--- src/rtl/xif_offload_sched.sv ---
// Scheduler for CV-X-IF offloaded instructions: in-order queue that holds each
// accepted instruction until commit/kill, then returns results strictly in issue order.
module xif_offload_sched #(
    parameter int         X_ID_WIDTH = 4,
    parameter int         DEPTH      = 4,
    parameter logic [6:0] OPCODE     = 7'h0B
) (
    input  logic                  clk_i,
    input  logic                  rst_ni,
    input  logic                  issue_valid_i,
    output logic                  issue_ready_o,
    input  logic [31:0]           issue_instr_i,
    input  logic [X_ID_WIDTH-1:0] issue_id_i,
    input  logic [31:0]           issue_rs0_i,
    input  logic [31:0]           issue_rs1_i,
    input  logic [1:0]            issue_rs_valid_i,
    output logic                  issue_accept_o,
    output logic                  issue_writeback_o,
    input  logic                  commit_valid_i,
    input  logic [X_ID_WIDTH-1:0] commit_id_i,
    input  logic                  commit_kill_i,
    output logic                  result_valid_o,
    input  logic                  result_ready_i,
    output logic [X_ID_WIDTH-1:0] result_id_o,
    output logic [4:0]            result_rd_o,
    output logic [31:0]           result_data_o,
    output logic                  result_we_o
);

    localparam int PW = $clog2(DEPTH);
    localparam logic [PW:0] DEPTH_C = (PW+1)'(DEPTH);

    typedef enum logic [1:0] {
        EMPTY     = 2'd0,
        ISSUED    = 2'd1,
        COMMITTED = 2'd2,
        KILLED    = 2'd3
    } ent_state_e;

    ent_state_e            state_q [DEPTH];
    logic [X_ID_WIDTH-1:0] id_q    [DEPTH];
    logic [4:0]            rd_q    [DEPTH];
    logic [31:0]           data_q  [DEPTH];

    logic [PW-1:0] head_q, tail_q;
    logic [PW:0]   count_q;

    logic       match, full, push, pop, same_id_commit;
    ent_state_e head_state, commit_state;
    logic       unused_instr;

    assign unused_instr = ^issue_instr_i[31:12];

    assign match             = (issue_instr_i[6:0] == OPCODE);
    assign full              = (count_q == DEPTH_C);
    assign issue_accept_o    = match;
    assign issue_writeback_o = match;
    assign issue_ready_o     = !match || ((issue_rs_valid_i == 2'b11) && !full);
    assign push              = issue_valid_i && issue_ready_o && match;

    // Result side depends only on registered head state, never on inputs.
    assign head_state     = state_q[head_q];
    assign result_valid_o = (head_state == COMMITTED);
    assign result_we_o    = result_valid_o;
    assign pop            = (head_state == KILLED) || (result_valid_o && result_ready_i);

    assign result_id_o   = result_valid_o ? id_q[head_q]   : '0;
    assign result_rd_o   = result_valid_o ? rd_q[head_q]   : '0;
    assign result_data_o = result_valid_o ? data_q[head_q] : '0;

    assign commit_state   = commit_kill_i ? KILLED : COMMITTED;
    assign same_id_commit = commit_valid_i && (commit_id_i == issue_id_i);

    always_ff @(posedge clk_i or negedge rst_ni) begin
        if (!rst_ni) begin
            for (int i = 0; i < DEPTH; i++) state_q[i] <= EMPTY;
            head_q  <= '0;
            tail_q  <= '0;
            count_q <= '0;
        end else begin
            for (int i = 0; i < DEPTH; i++) begin
                if (commit_valid_i && (state_q[i] == ISSUED) && (id_q[i] == commit_id_i))
                    state_q[i] <= commit_state;
            end
            // Pop and push never target the same slot: a pop needs count > 0, a push count < DEPTH.
            if (pop) begin
                state_q[head_q] <= EMPTY;
                head_q          <= head_q + 1'b1;
            end
            if (push) begin
                state_q[tail_q] <= same_id_commit ? commit_state : ISSUED;
                tail_q          <= tail_q + 1'b1;
            end
            case ({push, pop})
                2'b10:   count_q <= count_q + 1'b1;
                2'b01:   count_q <= count_q - 1'b1;
                default: count_q <= count_q;
            endcase
        end
    end

    // Payload storage carries no reset; the entry state alone decides validity.
    always_ff @(posedge clk_i) begin
        if (push) begin
            id_q[tail_q]   <= issue_id_i;
            rd_q[tail_q]   <= issue_instr_i[11:7];
            data_q[tail_q] <= issue_rs0_i + issue_rs1_i;
        end
    end

endmodule
--- config.mk ---
export PLATFORM = sky130hd
export DESIGN_NAME = xif_offload_sched
export DESIGN_NICKNAME = d
export VERILOG_FILES = /design/src/rtl/xif_offload_sched.sv
export SDC_FILE = /design/constraint.sdc
export NUM_CORES = 1
export LEC_CHECK = 0
export ABC_AREA = 0
export CAP_MARGIN = 10
export CORE_UTILIZATION = 48
export DETAILED_ROUTE_END_ITERATION = 6
export PLACE_DENSITY = 0.76
export SLEW_MARGIN = 20
export SYNTH_ARGS = -nofsm -noshare
export SYNTH_HDL_FRONTEND = slang
export SYNTH_SLANG_ARGS = --single-unit
--- constraint.sdc ---
create_clock -name clk_i -period 2.6 [get_ports clk_i]
set_clock_uncertainty 0.2 [all_clocks]
set_input_delay 0.52 -clock clk_i [delete_from_list [all_inputs] [get_ports clk_i]]
set_output_delay 0.52 -clock clk_i [all_outputs]
set_load 0.1 [all_outputs]
==> out/qor.yml, run 1 <==
global_routing:
  grt_pass1_wl_um: 37100
  grt_antenna_before_repair: 0
  grtUsageTotal: 0.253
  gr-total-overflow: 0
  grt_max_degree: 36
  use_met1: 0.312
  use_met3: 0.0358
  grt_pass1_vias: 6928
  grt-busiest-layer: "met2"
  use_met2: 0.456
drt:
  via_count: 6662
  drcViolationCount: 0
  first_iter_violations: 371
  routed_wirelength_um: 24900
  ant_nets: 0
  drt_first_pass_iters: 6
  viasPerCell: 5.76
  wl_per_cell_um: 21.6
floorplanning:
  die_x_um: 140
  chipHeight_um: 140
  floorplan.initialDensity: 0.497
  die_area_mm2: 0.0195
  coreArea_mm2: 0.0183
  pin_count: 158
  rows: 49
sta:
  whs_ps: 220
  grt_setup_unrepaired: "true"
  slew_viol_final: 0
  period_needed_ps: 2960
  setup_slack_ps: -362
  tns_ps: -15000
  fin_crit_sh: 1.14
  slew_headroom: 0.523
  clock.fmax_ghz: 0.338
  final_hold_viol_count: 0
  worst_pin_slew_ps: 713
  setup_violations: 67
worst_setup_path:
  r2r-end: "count_q[2]"
  r2r-start: "head_q[0]"
  r2r_slack_ps: 190
  cp-start-kind: "register"
  worstPathArrival_ps: 2240
  cp-endpoint: "result_data_o[17]"
  critPathMaxFanout: 7
  crit_type: "register to output port"
  crit_start: "head_q[0]"
  cp.required_ps: 1880
  crit_path_end_kind: "output port"
  reg2regPathDepth: 9
min_path:
  hold_class: "input pin to register"
status:
  run_status: "complete, but fails checks"
  violations: "setup timing"
clock_tree:
  hold_buffers: 0
  numCtsBuffers: 17
  clkLatencyLatePin_ps: 430
  path_clk_slew_ps: 70
  clock_sinks: 179
  tritoncts: "done"
  htreeDepth: 4
  clock_path_buffers: 2
  cts.root.buffer_cell: "clkbuf_16"
place:
  dp.final_hpwl_um: 16000
  numPortBuffers: 137
  place_area_mm2: 0.0127
  gp_congestion: 0.953
  dp_cells: 1094
cells_and_area:
  syn_to_final_growth_pct: 57.0
  drive_gt1_frac: 0.474
  nets: 1069
  postLayoutCellArea_mm2: 0.0143
  n_antenna_cell: 0
  stdcell_count: 1157
pwr:
  ir_drop_mv: 0.479
  swShare: 0.281
  p_clk_frac: 0.294
  internal_power_mw: 6.39
  p_comb_frac: 0.333
  powerDensity_mw_per_mm2: 623
  seqPwrFrac: 0.373
  p_switching_mw: 2.49
  power.leakage_nw: 5.49
  power.total_mw: 8.89
logic_synthesis:
  syn_inst: 635
  ys_ff_latch: 179
  synthTopCellsByCount: "edfxtp_1 (164), nand2_1 (45), mux4_2 (43), nor2b_1 (43), ha_1 (40)"
  avgSynthCellArea_um2: 14.3
  synth_ff_type: "edfxtp_1"
  yosysWarnings: 0
  yosys.cell_count.top_type: "edfxtp_1"
  synth_seq_area_share: 0.583
  ys_types: 61
  synth_top_area_frac: 0.542
  synth.area.top_cells: "edfxtp_1 (54%), mux4_2 (11%), ha_1 (5.5%)"
  synth_edf_count: 164
  yosysTopAreaCell: "edfxtp_1"
  synth_area_mm2: 0.00908
  syn-num-nets: 789
  async_flop_share: 0.0838
job:
  maxCapViolations: 0
-- worst min-delay path by stage --
stage	slack, ps	start	cells after the start	to
floorplan	20	rst_ni	0	count_q[0]
global placement	260	count_q[2]	1	count_q[2]
detailed placement	270	count_q[2]	1	count_q[2]
finish	220	issue_rs0_i[0]	2	data_q[0][0]
CTS	210	issue_rs0_i[0]	2	data_q[0][0]
global route	220	issue_rs0_i[0]	2	data_q[0][0]
-- metal layers --
layer / wire [µm] / share of wire / vias to the layer above
met1: 9620 / 0.39 / 3345
met4: 514 / 0.021 / 0
met5: 0 / 0 / -
met2: 13500 / 0.54 / 276
li1: - / - / 2990
met3: 1280 / 0.051 / 51
-- sequential cells by signal (all words and copies together) (netlist names) --
register / cells
head_q: 2
rd_q: 20
state_q: 8
count_q: 3
tail_q: 2
id_q: 16
data_q: 128
-- layout by cell type (no fill, tap or decap), drive strengths merged, types with 4 or more instances in the layout --
master           n
clkinvlp         5
and3             7
inv             21
dlygate4sd2     22
o21ai           15
clkdlybuf4s50   42
ha              40
nand2           45
a21oi           33
o21a             4
xor2            21
edfxtp         164
a31o             4
nor3             4
xnor2           34
buf            206
o211ai           4
and2             6
nand4            7
nor2            21
clkbuf          24
a21o            15
nand3           15
nor2b           44
dlymetal6s2s    17
a31oi            4
dfrtp           15
mux4            43
-- power by group through the flow --
stage	Sequential [mW]	Clock, mW	Combinational, mW
2_1_floorplan	3.36	0	1.75
3_3_place_gp	3.38	0	2.49
3_5_place_dp	3.38	0	2.54
4_1_cts	3.32	2.64	2.80
5_1_grt	3.32	2.75	3.13
6_report	3.32	2.62	2.96
-- cell type report --
| class | instances | area [µm²] |
|---|---|---|
| Sequential cell | 179 | 5310 |
| Clock buffer | 19 | 433 |
| Inverter | 17 | 67.6 |
| Clock inverter | 13 | 171 |
| Fill cell | 988 | 4010 |
| Timing Repair Buffer | 294 | 3260 |
| Multi-Input combinational cell | 406 | 4740 |
| Tap cell | 229 | 287 |
-- worst max-delay path, cell delays in order (launching register included) --
cell      delay, ps
dfrtp_4         450
mux4_2          510
nand2b_4        260
buf_12          200
nor2b_4         190
buf_12          200
-- cell families (layout without fill, tap and decap cells) --
kind of cell	after synthesis	in the layout	share of synthesized area
flip-flops	179	179	0.583
AND/OR/NAND/NOR	160	160	0.0921
AO/OA/AOI/OAI	106	106	0.0821
XOR/XNOR	55	55	0.0530
buffers and inverters	50	343	0.0233
multiplexers	43	43	0.107
adder cells (fa/ha/maj)	42	42	0.0595
-- timing repair --
| item | CTS | global route |
|---|---|---|
| pin swaps | 54 | 46 |
| setup buffers | 19 | 11 |
| setup endpoints to repair | 139 | 113 |
| gates cloned | 2 | 0 |
| resized for setup | 114 | 80 |
-- per-stage QoR --
stage / setup WS, ps / utilization
CTS: -369 / 0.757
floorplan: -820 / -
global route: -407 / 0.781
finish: -362 / 0.781
detailed placement: -1000 / 0.693
global placement: -889 / 0.693
Power figures use the tool's default switching activity.
==> run 2: changes to the inputs <==
--- a/config.mk
+++ b/config.mk
@@ -7,9 +7,10 @@
 export LEC_CHECK = 0
 export ABC_AREA = 0
 export CAP_MARGIN = 10
-export CORE_UTILIZATION = 48
+export CORE_ASPECT_RATIO = 0.5
+export CORE_UTILIZATION = 53
 export DETAILED_ROUTE_END_ITERATION = 6
-export PLACE_DENSITY = 0.76
+export PLACE_DENSITY = 0.8
 export SLEW_MARGIN = 20
 export SYNTH_ARGS = -nofsm -noshare
 export SYNTH_HDL_FRONTEND = slang
==> constraint.sdc (replaced) <==
create_clock -name clk_i -period 3.15 [get_ports clk_i]
set_clock_uncertainty 0.2 [all_clocks]
set_input_delay 0.63 -clock clk_i [delete_from_list [all_inputs] [get_ports clk_i]]
set_output_delay 0.63 -clock clk_i [all_outputs]
set_load 0.1 [all_outputs]
==> run 2 against run 1 <==
Net effect:
- the run still ends with setup timing left
- utilization increased by 0.60 points
- flip-flop and latch count stayed put
- via count fell by 2.6%
- cell area decreased by 8.7%
- largest cell class unchanged
- highest routed layer unchanged
- routed wire length is 5.6% lower
- clock-buffer cell count decreased by 2
- critical endpoint is now data_q[0][22]
- global-route usage increased by 1.4 points
- sequential power fell by 17%
- die area shrank 9.1%
==> out/qor.yml, run 2 (synthesis gave the netlist of run 1 again) <==
status:
  run_status: "complete, but fails checks"
  violations: "setup timing"
worst_setup_path:
  worstPathArrival_ps: 3260  # +1020 ps
  crit_family: "compound AO/OA/AOI/OAI gates"
  cp-start-kind: "input pin"
  crit_chain: "dlygate4sd2_1 -> ha_2 -> fa_2 -> a21o_1 -> a221oi_4 -> o211ai_2 -> a311oi_2 -> nor2_2 -> buf_4 -> xor2_1"
  crit_type: "input pin to register"
  crit_start: "issue_rs1_i[0]"
  cp.required_ps: 3100  # +1220 ps
  critPathBufInv: 2  # unchanged
  crit_path_end_kind: "register"
  r2r-start: "head_q[0]"
  max_stage_delay_ps: 470  # -40 ps
  critPathMaxFanout: 4  # -3
  worst_path_max_delay_cell: "xor2_1"
cells_and_area:
  largest_reg_flops: 128  # unchanged
  final_common_cell: "edfxtp_1"
  final_cell_mix: "edfxtp_1 (164), buf_4 (97), clkdlybuf4s50_1 (85)"
  syn_to_final_growth_pct: 43.4
  drive_gt1_frac: 0.360  # -0.114
  fin_util: 0.787  # +0.00596
  top_register: "data_q"
  reg_top3: "data_q x128, rd_q x20, id_q x16"
  nets: 1020  # -4.6%
  n_antenna_cell: 0  # unchanged
  fillers: 902  # -8.7%
pwr:
  power.leakage_nw: 4.91  # -10%
  powerDensity_mw_per_mm2: 530  # -15%
  ir_drop_mv: 0.327  # -32%
clock_tree:
  clkLatencyLatePin_ps: 420  # about the same
  tritoncts: "done"
  clock_sinks: 179  # unchanged
  htreeDepth: 4  # unchanged
  path_clk_slew_ps: 70  # about the same
  cts.root.buffer_cell: "clkbuf_16"
  clock_path_buffers: 2  # unchanged
  numCtsBuffers: 17  # unchanged
global_routing:
  grt_max_degree: 34  # -5.6%
  gr-total-overflow: 0  # unchanged
  grt_pass1_wl_um: 35100  # -5.4%
  grt_antenna_before_repair: 0  # unchanged
  grtUsageTotal: 0.266  # +0.0135
  grt_pass1_vias: 6476  # -6.5%
drt:
  routed_wirelength_um: 23600  # -5.6%
  drcViolationCount: 0  # unchanged
  ant_nets: 0  # unchanged
  first_iter_violations: 615  # +66%
  drt_first_pass_iters: 5  # -1
  via_count: 6487  # -2.6%
  viasPerCell: 5.87  # +2.0%
  wl_per_cell_um: 21.3  # -1.1%
floorplanning:
  die_x_um: 187  # +34%
  die_area_mm2: 0.0177  # -9.1%
  floorplan.initialDensity: 0.549  # +0.0514
  chipHeight_um: 94.6  # -32%
  rows: 33  # -33%
  pin_count: 158  # unchanged
  coreArea_mm2: 0.0166  # -9.4%
place:
  numPortBuffers: 137  # unchanged
  place_ws_ps: -863  # +141 ps
  gp_congestion: 0.896  # -5.9%
  dp.final_hpwl_um: 15700  # -2.0%
sta:
  period_needed_ps: 3300
  fin_crit_sh: 1.05
  final_hold_viol_count: 0  # unchanged
  setup_slack_ps: -152  # +210 ps
  clock.fmax_ghz: 0.303
  whs_ps: 270  # +49.8 ps
  setup_violations: 8  # -88%
  slew_viol_final: 0  # unchanged
  worst_pin_slew_ps: 747  # +33.0 ps
  slew_headroom: 0.501  # -0.0221
min_path:
  hold_class: "register to register"
  hold_start: "count_q[2]"
job:
  maxCapViolations: 0  # unchanged
==> run 2: cell count changes in the layout (fill, tap and decap cells not counted), moves of 10 or more <==
cell | previous run | this run
clkdlybuf4s50_1 | 42 | 85
buf_4 | 132 | 97
dlygate4sd2_1 | 22 | 3
ha_1 | 16 | 35
ha_4 | 23 | 4
dlymetal6s2s_1 | 17 | 3
a21oi_1 | 21 | 31
buf_6 | 10 | 0
nor2b_2 | 0 | 10
nor2b_4 | 42 | 32
==> run 2: worst paths after layout <==
kind / slack, ps / endpoint / depth (start not counted)
min in group asynchronous: 440 / state_q[5] / 1
worst max register to register: 580 / count_q[2] / 8
worst min register to register: 270 / count_q[2] / 1
worst min-delay path: 270 / count_q[2] / 1
max in group asynchronous: 1760 / head_q[0] / 1
worst max-delay path: -150 / data_q[0][22] / 10
==> run 2: layer usage <==
layer / wire [µm] / vias up / global-route usage
met5: 0 / - / 0
met4: 716 / 0 / 0.102
li1: - / 2894 / -
met3: 1760 / 47 / 0.0446
met2: 11600 / 341 / 0.450
met1: 9430 / 3205 / 0.352
==> run 2: power breakdown <==
group	switching, mW	leakage [nW]	internal [mW]
clock	0.937	0.264	1.10
sequential	0.0303	1.66	2.71
combinational	1.02	2.99	1.11
==> run 2: area by class of cell <==
type,count,area [µm²],share of cell area
well taps,227,284,0.0218
clock inverters,14,129,0.00989
clock buffers,17,425,0.0327
inverters,17,67.6,0.00519
flip-flops and latches,179,5310,0.407
repair buffers,245,2780,0.213
multi-input cells,406,4040,0.310
==> run 2: timing repair <==
item / 4_1_cts / 5_1_grt
setup buffers: 5 / 3
pin swaps: 14 / 17
resized for setup: 15 / 18
setup endpoints to repair: 50 / 43
hold buffers: 0 / 0
==> run 2: stage by stage <==
stage	std cells	TNS, ps	total power, mW	cell area [µm²]
floorplan	635	-44770	4.14	9420
global placement	1066	-29380	4.78	12200
detailed placement	1066	-38380	4.83	12200
CTS	1102	0	6.86	12900
global route	1105	-1480	7.12	13000
finish	1105	-604	6.90	13000
==> run 3: changes to the inputs <==
--- a/config.mk
+++ b/config.mk
@@ -7,8 +7,9 @@
 export LEC_CHECK = 0
 export ABC_AREA = 0
 export CAP_MARGIN = 10
-export CORE_ASPECT_RATIO = 0.5
+export CORE_ASPECT_RATIO = 0.6
 export CORE_UTILIZATION = 53
+export CTS_BUF_LIST = sky130_fd_sc_hd__clkbuf_8 sky130_fd_sc_hd__clkbuf_16
 export DETAILED_ROUTE_END_ITERATION = 6
 export PLACE_DENSITY = 0.8
 export SLEW_MARGIN = 20
==> run 3 against run 2 <==
Net effect:
- the flow now finishes without violations
- critical path type is now register to output port
- flip-flop and latch count did not move
- hold slack got worse by 2.1 ps
- clock power barely moved
- sequential power barely moved
- combinational power barely moved
==> out/qor.yml, run 3 (synthesis gave the netlist of run 1 again) <==
cells_and_area:
  final_cell_mix: "edfxtp_1 (164), buf_4 (92), clkdlybuf4s50_1 (88)"
  reg_top3: "data_q x128, rd_q x20, id_q x16"
  fillers: 911  # +1.0%
  stdcell_count: 1105  # unchanged
  n_antenna_cell: 0  # unchanged
  syn_to_final_growth_pct: 43.6
  top_register: "data_q"
  drive_gt1_frac: 0.363  # +0.00269
  final_common_cell: "edfxtp_1"
  largest_reg_flops: 128  # unchanged
  postLayoutCellArea_mm2: 0.0130  # +0.14%
  multi_input_area_mm2: 0.00404  # about the same
  nets: 1018  # -0.20%
  seqCellArea_mm2: 0.00531  # unchanged
global_routing:
  grt_pass1_wl_um: 35100  # about the same
  grtUsageTotal: 0.274  # +0.00803
  grt_antenna_before_repair: 0  # unchanged
  gr-total-overflow: 0  # unchanged
  grt_pass1_vias: 6352  # -1.9%
  grt_max_degree: 45  # +32%
min_path:
  hold_class: "register to register"
floorplanning:
  die_x_um: 171  # -8.6%
  die_area_mm2: 0.0177  # about the same
  floorplan.initialDensity: 0.551  # +0.00237
  coreArea_mm2: 0.0165  # -0.43%
  pin_count: 158  # unchanged
  chipHeight_um: 103  # +9.3%
  rows: 36  # +9.1%
sta:
  period_needed_ps: 3120  # -184 ps
  setup_violations: 0  # -8
  slew_viol_final: 0  # unchanged
  fin_crit_sh: 0.990  # -0.0585
  clock.fmax_ghz: 0.321  # +5.9%
  slew_headroom: 0.512  # +0.0110
  tns_ps: 0  # +604 ps
  final_hold_viol_count: 0  # unchanged
  worst_pin_slew_ps: 730  # -16.5 ps
  whs_ps: 267  # -2.12 ps
clock_tree:
  clock_path_buffers: 2  # unchanged
  cts.root.buffer_cell: "clkbuf_16"
  path_clk_slew_ps: 60  # about the same
  htreeDepth: 4  # unchanged
  clock_sinks: 179  # unchanged
  hold_buffers: 0  # unchanged
  numCtsBuffers: 17  # unchanged
  tritoncts: "done"
  clkLatencyLatePin_ps: 440  # +20 ps
pwr:
  power.leakage_nw: 4.91  # about the same
  ir_drop_mv: 0.348  # +6.4%
  power.total_mw: 6.89  # -0.19%
  powerDensity_mw_per_mm2: 528  # -0.34%
drt:
  drcViolationCount: 0  # unchanged
  drt_first_pass_iters: 6  # +1
  first_iter_violations: 485  # -21%
  ant_nets: 0  # unchanged
  routed_wirelength_um: 23300  # -1.2%
  via_count: 6352  # -2.1%
  wl_per_cell_um: 21.1  # -1.2%
  viasPerCell: 5.75  # -2.1%
worst_setup_path:
  critPathMaxFanout: 20  # +16
  cp.required_ps: 2320  # -780 ps
  worstPathArrival_ps: 2290  # -970 ps
  cp-start-kind: "register"
  crit_type: "register to output port"
  crit_path_end_kind: "output port"
place:
  gp_congestion: 0.919  # +2.6%
  dp_cells: 1066  # unchanged
  place_area_mm2: 0.0123  # +0.26%
  numPortBuffers: 137  # unchanged
  dp.final_hpwl_um: 16400  # +4.4%
status:
  run_status: "completed"
job:
  maxCapViolations: 0  # unchanged
==> run 3: cell count changes in the layout (fill, tap and decap cells not counted), moves of 2 or more <==
cell	change
clkdlybuf4s50_1	+3
clkinvlp_4	-3
buf_12	+3
ha_2	+2
clkinv_2	+2
dlymetal6s2s_1	-2
buf_4	-5
==> run 3: power breakdown <==
part | internal [mW] | total [mW] | switching, mW
Clock | 1.10 | 2.03 | 0.933
Combinational | 1.10 | 2.12 | 1.02
Sequential | 2.71 | 2.74 | 0.0268
Total | 4.91 | 6.89 | 1.98
==> run 3: critical path, stage by stage (launching register included) <==
cell and delay, ps:
dfrtp_4 460, mux4_2 520, nand2b_4 210, buf_12 200, nor2b_4 220, buf_12 200
==> run 3: path summary, 6_finish.rpt <==
check / depth (start not counted) / slack (ps) / to / from
worst max-delay path: 5 / 30 / result_data_o[12] / head_q[0]
worst min-delay path: 1 / 270 / count_q[2] / count_q[2]
worst max register to register: 8 / 730 / count_q[2] / head_q[0]
worst min register to register: 1 / 270 / count_q[2] / count_q[2]
max in group asynchronous: 1 / 1790 / head_q[0] / rst_ni
min in group asynchronous: 1 / 430 / tail_q[1] / rst_ni
==> run 3: repair_timing <==
| item | in CTS | in global routing |
|---|---|---|
| setup endpoints to repair | 63 | 61 |
| gates resized for setup | 17 | 17 |
| buffers inserted | 4 | 3 |
| pin swaps | 12 | 6 |
==> run 3: per-layer routing <==
layer | routed length, µm | vias to the layer above | GRT usage | share of wire
met5 | 0 | - | 0 | 0
met2 | 11100 | 268 | 0.439 | 0.48
met4 | 306 | 0 | 0.0920 | 0.013
li1 | - | 2892 | - | -
met3 | 1570 | 27 | 0.0556 | 0.068
met1 | 10300 | 3165 | 0.382 | 0.44
==> run 3: metrics by stage <==
stage,utilization,setup slack (ps)
after floorplan,-,-380
after global placement,0.745,-603
after detailed placement,0.745,-603
after CTS,0.784,0.626
after global routing,0.791,-0.794
final,0.791,32.5
==> run 3: cell type report <==
type | count | share of cell area
well taps | 228 | 0.0219
clock buffers | 17 | 0.0326
multi-input cells | 406 | 0.310
clock inverters | 15 | 0.00988
repair buffers | 243 | 0.214
flip-flops and latches | 179 | 0.407
inverters | 17 | 0.00518
